## config.mk

```make
export PLATFORM = sky130hd
export DESIGN_NAME = activation_layer
export DESIGN_NICKNAME = d
export VERILOG_FILES = /design/src/rtl/activation_pkg.sv /design/src/rtl/activation_lane.sv /design/src/rtl/activation_layer.sv
export SDC_FILE = /design/constraint.sdc
export NUM_CORES = 1
export LEC_CHECK = 0
export CORE_ASPECT_RATIO = 0.9
export CORE_UTILIZATION = 50
export DETAILED_ROUTE_END_ITERATION = 10
export GPL_TIMING_DRIVEN = 0
export HOLD_SLACK_MARGIN = 0.05
export PLACE_DENSITY_LB_ADDON = 0.08
export RECOVER_POWER = 25
export SETUP_SLACK_MARGIN = 0.05
export SYNTH_ARGS = -nofsm -noshare
export SYNTH_HDL_FRONTEND = slang
export SYNTH_HIERARCHICAL = 1
export SYNTH_SLANG_ARGS = --single-unit
```

## constraint.sdc

```tcl
create_clock -name clk_i -period 3.31 [get_ports clk_i]
set_input_delay 0.331 -clock clk_i [delete_from_list [all_inputs] [get_ports clk_i]]
set_output_delay 0.331 -clock clk_i [all_outputs]
set_load 0.01 [all_outputs]
```

## src/rtl/activation_pkg.sv

```systemverilog
// Shared types and default constants for the activation layer and its lanes.
package activation_pkg;

    // Activation selected per accepted beat.
    typedef enum logic [1:0] {
        ACT_PASS  = 2'b00,
        ACT_RELU  = 2'b01,
        ACT_LEAKY = 2'b10,
        ACT_CLAMP = 2'b11
    } act_mode_e;

    // Negative slope of leaky mode is 2^-LEAKY_SHIFT_DEFAULT.
    localparam int LEAKY_SHIFT_DEFAULT = 3;

    // Upper saturation bound of clamp mode (6.0 in Q4.10-like scaling).
    localparam logic signed [15:0] CLAMP_MAX_DEFAULT = 16'sd6144;

endpackage

```

## src/rtl/activation_lane.sv

```systemverilog
// Combinational single-lane activation: y = f(x, mode).
// No mode can grow the magnitude beyond the input or CLAMP_MAX, so y has the
// same width as x and needs no saturation logic beyond the clamp itself.
module activation_lane
    import activation_pkg::*;
#(
    parameter int                          WORD_SIZE   = 16,
    parameter int                          LEAKY_SHIFT = LEAKY_SHIFT_DEFAULT,
    parameter logic signed [WORD_SIZE-1:0] CLAMP_MAX   = CLAMP_MAX_DEFAULT
) (
    input  logic signed [WORD_SIZE-1:0] x,
    input  act_mode_e                   mode,
    output logic signed [WORD_SIZE-1:0] y
);

    logic is_neg;
    assign is_neg = x[WORD_SIZE-1];

    // Select the activation for this lane; leaky uses an arithmetic shift so
    // small negatives round toward -inf (e.g. -1 stays -1).
    always_comb begin
        y = x;
        unique case (mode)
            ACT_PASS:  y = x;
            ACT_RELU:  y = is_neg ? '0 : x;
            ACT_LEAKY: y = is_neg ? (x >>> LEAKY_SHIFT) : x;
            ACT_CLAMP: begin
                if (is_neg) begin
                    y = '0;
                end else if (x > CLAMP_MAX) begin
                    y = CLAMP_MAX;
                end else begin
                    y = x;
                end
            end
            default:   y = x;
        endcase
    end

endmodule

```

## src/rtl/activation_layer.sv

```systemverilog
// Multi-lane activation layer on valid/ready handshakes with a 2-entry output
// buffer (head register drives data_r_o, skid register absorbs one extra beat).
// ready_o depends only on the registered occupancy, never on ready_i.
module activation_layer
    import activation_pkg::*;
#(
    parameter int                          WORD_SIZE    = 16,
    parameter int                          NUM_CHANNELS = 1,
    parameter int                          LEAKY_SHIFT  = LEAKY_SHIFT_DEFAULT,
    parameter logic signed [WORD_SIZE-1:0] CLAMP_MAX    = CLAMP_MAX_DEFAULT
) (
    input  logic                              clk_i,
    input  logic                              reset_i,
    input  logic [1:0]                        mode_i,
    output logic                              ready_o,
    input  logic                              valid_i,
    input  logic [NUM_CHANNELS*WORD_SIZE-1:0] data_r_i,
    output logic                              valid_o,
    input  logic                              ready_i,
    output logic [NUM_CHANNELS*WORD_SIZE-1:0] data_r_o
);

    localparam int DW = NUM_CHANNELS * WORD_SIZE;

    logic [1:0]    count_reg;
    logic [DW-1:0] head_reg;
    logic [DW-1:0] skid_reg;
    logic [DW-1:0] act_data;
    act_mode_e     mode_sel;
    logic          push;
    logic          pop;

    assign mode_sel = act_mode_e'(mode_i);

    // One combinational activation lane per channel; lanes never interact.
    for (genvar gi = 0; gi < NUM_CHANNELS; gi++) begin : g_lane
        activation_lane #(
            .WORD_SIZE   (WORD_SIZE),
            .LEAKY_SHIFT (LEAKY_SHIFT),
            .CLAMP_MAX   (CLAMP_MAX)
        ) u_lane (
            .x    (data_r_i[gi*WORD_SIZE +: WORD_SIZE]),
            .mode (mode_sel),
            .y    (act_data[gi*WORD_SIZE +: WORD_SIZE])
        );
    end

    assign ready_o  = (count_reg != 2'd2);
    assign valid_o  = (count_reg != 2'd0);
    assign data_r_o = head_reg;
    assign push     = valid_i & ready_o;
    assign pop      = valid_o & ready_i;

    // Buffer occupancy and data movement; the head keeps its stale value when
    // drained so data_r_o only changes when a new beat lands in it.
    always_ff @(posedge clk_i) begin
        if (reset_i) begin
            count_reg <= 2'd0;
            head_reg  <= '0;
            skid_reg  <= '0;
        end else begin
            case (count_reg)
                2'd0: begin
                    if (push) begin
                        head_reg  <= act_data;
                        count_reg <= 2'd1;
                    end
                end
                2'd1: begin
                    if (push && pop) begin
                        head_reg <= act_data;
                    end else if (push) begin
                        skid_reg  <= act_data;
                        count_reg <= 2'd2;
                    end else if (pop) begin
                        count_reg <= 2'd0;
                    end
                end
                2'd2: begin
                    if (pop) begin
                        head_reg  <= skid_reg;
                        count_reg <= 2'd1;
                    end
                end
                default: count_reg <= 2'd0;
            endcase
        end
    end

endmodule

```

# After elaboration in Yosys (flattened, before gate mapping)
# Cells that the tools add are included.
[word_totals] output_inout_bits=18 word_cells=41 ff_bits=34 input_bits=22
[op_classes] bitwise=3 n_reduce_logical=8 n_eq_ne=11 muxes=15 order_cmp=1
[op_table] op="$mux 16" count=5
[op_table] op="$pmux 16 s4" count=1
[op_table] op="$pmux 16 s3" count=1
[op_table] op="$mux 15" count=2
[op_table] op="$gt 16x14->1 const B" count=1
[op_table] op="$mux 2" count=5
[op_table] op="$ne 2x2->1 const B" count=5
[op_table] op="$reduce_and 4->1" count=2
[op_table] op="$eq 2x2->1 const B" count=3
[op_table] op="$pmux 2 s3" count=1
[op_table] op="$eq 2x1->1 const B" count=2
[op_table] op="$logic_not 2->1" count=2
[op_table] op="$ne 3x3->1 const B" count=1
[op_table] op="$reduce_and 3->1" count=1
[op_table] op="$reduce_bool 3->1" count=1
[op_table] op="$and 1x1->1" count=2
[op_table] op="$reduce_bool 2->1" count=1
[op_table] op="$logic_and 1x1->1" count=1
[op_table] op="$not 1->1" count=1

# Depth between registers and ports, before layout
# Gate-level depths: netlist of run 1.
[logic_depth] ltp_word=6 mapped_depth=8 depth_no_buf=6

# Hierarchy
# Netlist of run 1, hierarchy kept.
[by_module_without_submodules] module="activation_layer" n_inst=1 seq_area_each_um2=680.7 area_per_inst_um2=1664.1 cells_per_inst=163
[by_module_without_submodules] module="activation_lane" n_inst=1 seq_area_each_um2=0.0 area_per_inst_um2=350.3 cells_per_inst=48

# Worst setup path before layout of run 1
# OpenSTA, ideal clock, no wires.
[synth_path] path_kind="input-to-reg" startpoint="input port mode_i[0]" endpoint="register head_reg[0], in the netlist data_r_o[0]" n_path_buf=2 cell_stages=8 setup_ns=0.128 arrival_time_ns=1.311 t_required_ns=3.182 path_slack_ns=1.871 cell_sequence="buf_6 nand2b_4 inv_2 and2_4 buf_6 a22o_1 mux2i_1 a211oi_2"
[synth_via] elab_chain_cells=4 elab_cells_between_ends=8 cone_classes="eq/ne (3); mux (4); reduce/logical (1)"
[synth_rtl] element="from (decl)" line_no="activation_layer.sv:14" text="input logic [1:0] mode_i,"
[synth_rtl] element="$eq 2x2->1 (tied with other cells)" line_no="activation_lane.sv:23" text="unique case (mode)"
[synth_rtl] element="$pmux 16 s4 *" line_no="activation_lane.sv:23"
[synth_rtl] element="named net act_data[0]" line_no="activation_layer.sv:28" text="logic [DW-1:0] act_data;"
[synth_rtl] element="$mux 16, on equally long branches" line_no="activation_layer.sv:70, activation_layer.sv:64"
[synth_rtl] element="$pmux 16 s3 *" line_no="activation_layer.sv:62" text="case (count_reg)"
[synth_rtl] element="to (signal assigned)" line_no="activation_layer.sv:65" text="head_reg <= act_data;"
[synth_rtl] element="to (signal assigned)" line_no="activation_layer.sv:71" text="head_reg <= act_data;"
[synth_rtl] element="to (signal assigned)" line_no="activation_layer.sv:81" text="head_reg <= skid_reg;"
[synth_rtl] element="to (decl)" line_no="activation_layer.sv:26" text="logic [DW-1:0] head_reg;"
# The timed path passes the listed nets; every way through them passes the cells marked *. The select of a mux whose other input is x is not followed.
# A chain may end at the register's enable or synchronous reset.

# Worst setup path in the final report of run 1
[layout_path] startpoint="register count_reg[0]" endpoint="output port ready_o"
[layout_via] elab_chain_cells=1
[layout_rtl] element="from (decl)" line_no="activation_layer.sv:25" text="logic [1:0] count_reg;"
[layout_rtl] element="from (signal assigned)" line_no="activation_layer.sv:58" text="count_reg <= 2'd0;"
[layout_rtl] element="from (signal assigned)" line_no="activation_layer.sv:66" text="count_reg <= 2'd1;"
[layout_rtl] element="from (signal assigned)" line_no="activation_layer.sv:74" text="count_reg <= 2'd2;"
[layout_rtl] element="$ne 2x2->1" line_no="activation_layer.sv:48" text="assign ready_o = (count_reg != 2'd2);"
[layout_rtl] element="to (decl)" line_no="activation_layer.sv:15" text="output logic ready_o,"
# Every way passes these cells.

==> results of run 1 <==
[power breakdown]
| part | internal [mW] | switching [mW] | total, mW |
|---|---|---|---|
| logic | 0.126 | 0.117 | 0.243 |
| registers | 0.433 | 0.0138 | 0.447 |
| clock network | 0.302 | 0.162 | 0.463 |
| total | 0.860 | 0.292 | 1.15 |
[final timing paths]
kind | from | to | depth (start not counted)
hold reg to reg | skid_reg[11]$_SDFFE_PP0P_ | skid_reg[11]$_SDFFE_PP0P_ | 2
setup / recovery | count_reg[0]$_SDFFE_PP0P_ | ready_o | 4
setup reg to reg | count_reg[0]$_SDFFE_PP0P_ | data_r_o[0]$_SDFFE_PP0P_ | 5
hold / removal | reset_i | data_r_o[15]$_SDFFE_PP0P_ | 2
[kinds of logic (layout without fill, tap and decap cells)]
| logic type | after synthesis | in the layout | synth area share (%) |
|---|---|---|---|
| flip-flops | 34 | 34 | 33.8 |
| buffers and inverters | 26 | 71 | 10.6 |
| AO/OA/AOI/OAI | 76 | 76 | 32.0 |
| AND/OR/NAND/NOR | 55 | 55 | 13.7 |
| multiplexers | 20 | 20 | 9.94 |
[per-layer routing]
layer | GRT usage (%) | wire, um | vias to the layer above
li1 | - | - | 868
met1 | 34.5 | 2190 | 809
met2 | 32.9 | 1940 | 49
met3 | 4.41 | 219 | 5
met4 | 6.12 | 38 | 0
met5 | 0 | 0 | -
[worst reg2reg max path, stage by stage (launching register included)]
cell      delay [ns]
dfxtp_1         0.36
nand2b_1        0.09
clkbuf_1        0.32
buf_2           0.35
a211oi_1        0.15
a211oi_2        0.20
[cell usage after synthesis, types with 3 or more instances]
cell	n
a211oi_1	13
o32ai_1	4
nor2_1	3
buf_8	3
mux2i_1	20
a21oi_1	19
a211oi_2	20
clkbuf_8	3
a22o_1	7
buf_2	8
inv_1	4
o21a_1	4
dfxtp_1	34
nand2_1	34
buf_6	5
o21ai_0	3
[area by class of cell]
type,instances,area [sq um]
multi-input combinational,151,1120
clock inverter,3,68.8
fill,339,1210
inverter,5,18.8
buffer,21,189
clock buffer,5,68.8
tap,46,57.6
sequential,34,681
timing repair buffer,37,370
==> results.cfg, run 1 <==
[status]
status = finished, final reports clean

[placement]
dp_hpwl_mm = 3.24
pre_cts_ws_ns = 1.06
place_area_sq_mm = 0.00244
dp.cells = 294
io_buffers = 37
place_congestion = 0.808

[floorplanning]
io_pins = 40
core_area_sq_mm = 0.00378
die_x_um = 68.9
rows = 21
floorplan.initialDensity_pct = 53.2
die_area_sq_mm = 0.00429
dieHeight_um = 62.2

[sta]
slew_headroom_pct = 66.6
rsz0062_at_grt = no
fin_ws_ns = 1.26
min_period_over_period_pct = 61.9
final-max-slew-violation-count = 0
tightestPinTransition_ns = 0.499
fin_skew_ns = 0.0156
whs_ns = 0.259
fin_setup_tns_ns = 0
finalSetupViolations = 0
final_hold_viol_count = 0
fin_crit_ns = 2.05
fmax_mhz = 488

[power]
vdd_drop_max_v = 0.000269
p_leak_nw = 1.05
power.density_mw_per_mm2 = 448
p_total_mw = 1.15

[synthesis]
async_flop_share_pct = 0
yosysWarningCount = 6
synth_top_cell_by_area = dfxtp_1
seq_area_frac_synth_pct = 33.8
yosys-top-cells-area = dfxtp_1 (34%), a211oi_2 (12%), mux2i_1 (9.9%)
synth.net_count = 233
syn_area_per_cell_sq_um = 9.55
synth_top_area_share_pct = 33.8
syn_inst = 211
synthDistinctLibCells = 38
synth_edf_count = 0
syn_area_sq_mm = 0.00201
synthFlopType = dfxtp_1
synth-seq-cells = 34

[cts]
cts_htree_levels = 2
cts_max_path_buffers = 2
path_clk_slew_ns = 0.07
numCtsBuffers = 5
cts_setup_buffers = 0
insertion_delay_ns = 0.29
root_buffer = clkbuf_8
cts_tree = built
cts.sinks = 34
ctsResizeCount = 0
cts_hold_repair.buffers = 0

[cells_and_area]
antenna_cells = 0
nNetsFinal = 277
syn2layout_area_growth_pct = 27.8
fin_util_pct = 68.1
drive_above_1_share_pct = 20.7
layout_common_cells = nand2_1 (34), dfxtp_1 (34), clkdlybuf4s50_1 (26), mux2i_1 (20), a211oi_2 (20)
final_cell_count_no_fill = 302
postLayoutCellArea_sq_mm = 0.00257

[global_routing]
antenna_found_initial = 0
overflow = 0
grt_pass1_vias = 1574
grt_max_degree = 13
track_usage_pct = 23.0
grt_pass1_wl_mm = 7.45

[setup_path]
crit_buf_inv = 3
endpoint_kind = output pin
crit_arrival_ns = 1.72
r2r_slack_ns = 1.78
path_max_fanout = 10
max_stage_delay_ns = 0.54
required_ns = 2.98
cp_cell_sequence = nand2b_1 > buf_6 > buf_8 > clkdlybuf4s50_1
crit_family = buffers and inverters
slowest_stage = clkdlybuf4s50_1
path_class = flip-flop to output pin
worstSetupStartpointType = flip-flop

[job]
max_cap_violations = 0

[routing]
via_count = 1731
drt_iter0_drc = 102
drc = 0
ant_nets = 0
avgViaCountPerCell = 5.73
wl_mm = 4.39
wl_per_cell_um = 14.5
firstDrtPassIters = 4

[min_path]
worstHoldPathType = primary input to flip-flop
Power figures use the tool's default switching activity.
==> run 2: changes to the inputs <==
--- a/config.mk
+++ b/config.mk
@@ -6,7 +6,7 @@
 export NUM_CORES = 1
 export LEC_CHECK = 0
 export CORE_ASPECT_RATIO = 0.9
-export CORE_UTILIZATION = 50
+export CORE_UTILIZATION = 46
 export DETAILED_ROUTE_END_ITERATION = 10
 export GPL_TIMING_DRIVEN = 0
 export HOLD_SLACK_MARGIN = 0.05
==> constraint.sdc (replaced) <==
create_clock -name clk_i -period 1.7 [get_ports clk_i]
set_input_delay 0.17 -clock clk_i [delete_from_list [all_inputs] [get_ports clk_i]]
set_output_delay 0.17 -clock clk_i [all_outputs]
set_load 0.01 [all_outputs]
==> run 2 against run 1 <==
Final cell count grew 0.99%. Global-route usage is 2.0 points lower. Clock power grew 32%. Worst setup slack worse by 1.2 ns. Largest cell class unchanged.
==> results.cfg, run 2 (synthesis results as in run 1) <==
[status]
status = finished, final reports clean

[setup_path]
startpoint = data_r_i[11]
path_max_fanout = 7
r2r_cells = 5
regToRegEndpoint = data_r_o[5]$_SDFFE_PP0P_
timing.rr.start = count_reg[0]$_SDFFE_PP0P_
required_ns = 1.91
worstSetupStartpointType = primary input
r2r_slack_ns = 0.29
crit_arrival_ns = 1.85
crit_end = data_r_o[5]$_SDFFE_PP0P_
path_class = primary input to flip-flop
endpoint_kind = flip-flop

[cells_and_area]
final_common_cell = nand2_1
syn2layout_area_growth_pct = 30.5
antenna_cells = 0
nNetsFinal = 278
drive_above_1_share_pct = 26.8
layout_common_cells = nand2_1 (34), dfxtp_1 (32), a211oi_2 (20), clkdlybuf4s50_1 (20), a21oi_1 (19)
postLayoutCellArea_sq_mm = 0.00263

[routing]
wl_mm = 4.55
drt_iter0_drc = 84
wl_per_cell_um = 14.9
drc = 0
ant_nets = 0
via_count = 1691
firstDrtPassIters = 4
avgViaCountPerCell = 5.54

[placement]
dp_hpwl_mm = 3.34
place_area_sq_mm = 0.00244
io_buffers = 37
place_congestion = 0.850

[cts]
cts_tree = built
path_clk_slew_ns = 0.07
cts_hold_repair.buffers = 0
cts.sinks = 34
insertion_delay_ns = 0.28
cts_max_path_buffers = 2
numCtsBuffers = 5
root_buffer = clkbuf_8
cts_htree_levels = 2

[global_routing]
track_usage_pct = 21.0
antenna_found_initial = 0
grt_pass1_vias = 1619
grt_max_degree = 11
grt_pass1_wl_mm = 7.58
overflow = 0

[sta]
slew_headroom_pct = 68.4
fin_skew_ns = 0.00389
fin_crit_ns = 1.64
rsz0062_at_grt = yes
min_period_over_period_pct = 96.6
final_hold_viol_count = 0
finalSetupViolations = 0
final-max-slew-violation-count = 0
fmax_mhz = 609
fin_setup_tns_ns = 0
tightestPinTransition_ns = 0.473

[min_path]
hold-path-cell-count = 2
worstHoldPathType = primary input to flip-flop

[floorplanning]
core_area_sq_mm = 0.00413
floorplan.initialDensity_pct = 48.8
die_x_um = 71.8
rows = 22
die_area_sq_mm = 0.00465
io_pins = 40
dieHeight_um = 64.8

[job]
max_cap_violations = 0

[power]
vdd_drop_max_v = 0.000308
p_leak_nw = 1.09
power.density_mw_per_mm2 = 753
-- run 2: final cells by class --
cell class / count / area (sq um)
repair buffers: 38 / 393
clock inverters: 1 / 5.00
inverters: 5 / 18.8
well taps: 48 / 60.1
multi-input cells: 151 / 1180
flip-flops and latches: 34 / 683
plain buffers: 21 / 199
clock buffers: 7 / 86.3
fillers: 360 / 1500
-- run 2: through the flow --
stage          power [mW]  cells  worst slack, ns  utilization (%)  hold slack, ns
2_1_floorplan        1.18    211            0.422                -           0.347
3_3_place_gp         1.37    296           -0.318             59.2           0.398
6_report             1.98    305           0.0583             63.7           0.101
5_1_grt              2.06    305          0.00241             63.7           0.105
3_5_place_dp         1.37    296           -0.337             59.2           0.396
4_1_cts              1.98    304           0.0321             61.7          0.0967
-- run 2: repair_timing --
action                                  CTS  global route
pin swaps                                 0             4
resized for setup                         4            20
setup buffers                             0             1
gates cloned                              0             0
endpoints found under the setup margin    3            16
-- run 2: critical path, cell delays in order --
cell and delay (ns):
clkdlybuf4s50_1 0.49, a211oi_2 0.30, nor2_2 0.15, o32ai_1 0.30
mux2i_1 0.20, a211oi_2 0.23
-- run 2: routing by layer --
metal	track usage, %	routed length, um	vias up
li1	-	-	867
met1	28.3	2270	773
met2	33.6	2050	44
met3	3.89	157	7
met4	6.86	70	0
met5	0	0	-
-- run 2: how the worst min path moves through the flow --
stage | start | endpoint | slack [ns]
after global routing | reset_i | data_r_o[11]$_SDFFE_PP0P_ | 0.10
after global placement | reset_i | data_r_o[9]$_SDFFE_PP0P_ | 0.40
after CTS | reset_i | data_r_o[9]$_SDFFE_PP0P_ | 0.1
final | reset_i | data_r_o[11]$_SDFFE_PP0P_ | 0.10
after floorplan | ready_i | count_reg[1]$_SDFFE_PP0P_ | 0.35
after detailed placement | reset_i | data_r_o[9]$_SDFFE_PP0P_ | 0.40
-- run 2: where the power goes --
part	switching, mW	internal [mW]	total [mW]
logic	0.240	0.258	0.498
clock network	0.282	0.326	0.609
registers	0.0279	0.844	0.872
==> run 3: changes to the inputs <==
--- a/config.mk
+++ b/config.mk
@@ -6,7 +6,7 @@
 export NUM_CORES = 1
 export LEC_CHECK = 0
 export CORE_ASPECT_RATIO = 0.9
-export CORE_UTILIZATION = 46
+export CORE_UTILIZATION = 50
 export DETAILED_ROUTE_END_ITERATION = 10
 export GPL_TIMING_DRIVEN = 0
 export HOLD_SLACK_MARGIN = 0.05
==> constraint.sdc (replaced) <==
create_clock -name clk_i -period 2.15 [get_ports clk_i]
set_input_delay 0.215 -clock clk_i [delete_from_list [all_inputs] [get_ports clk_i]]
set_output_delay 0.215 -clock clk_i [all_outputs]
set_load 0.01 [all_outputs]
==> results of run 3 <==
Same layout as run 1 (identical final DEF). Status: finished, final reports clean.
Main changes from that run: setup slack after placement 1.06 ns -> 0.0177 ns; setup slack after layout 1.26 ns -> 0.218 ns; hold slack 0.259 ns -> 0.143 ns; register-to-register setup slack 1.78 ns -> 0.62 ns; total power 1.15 mW -> 1.77 mW; worst IR drop on VDD 0.000269 V -> 0.000414 V
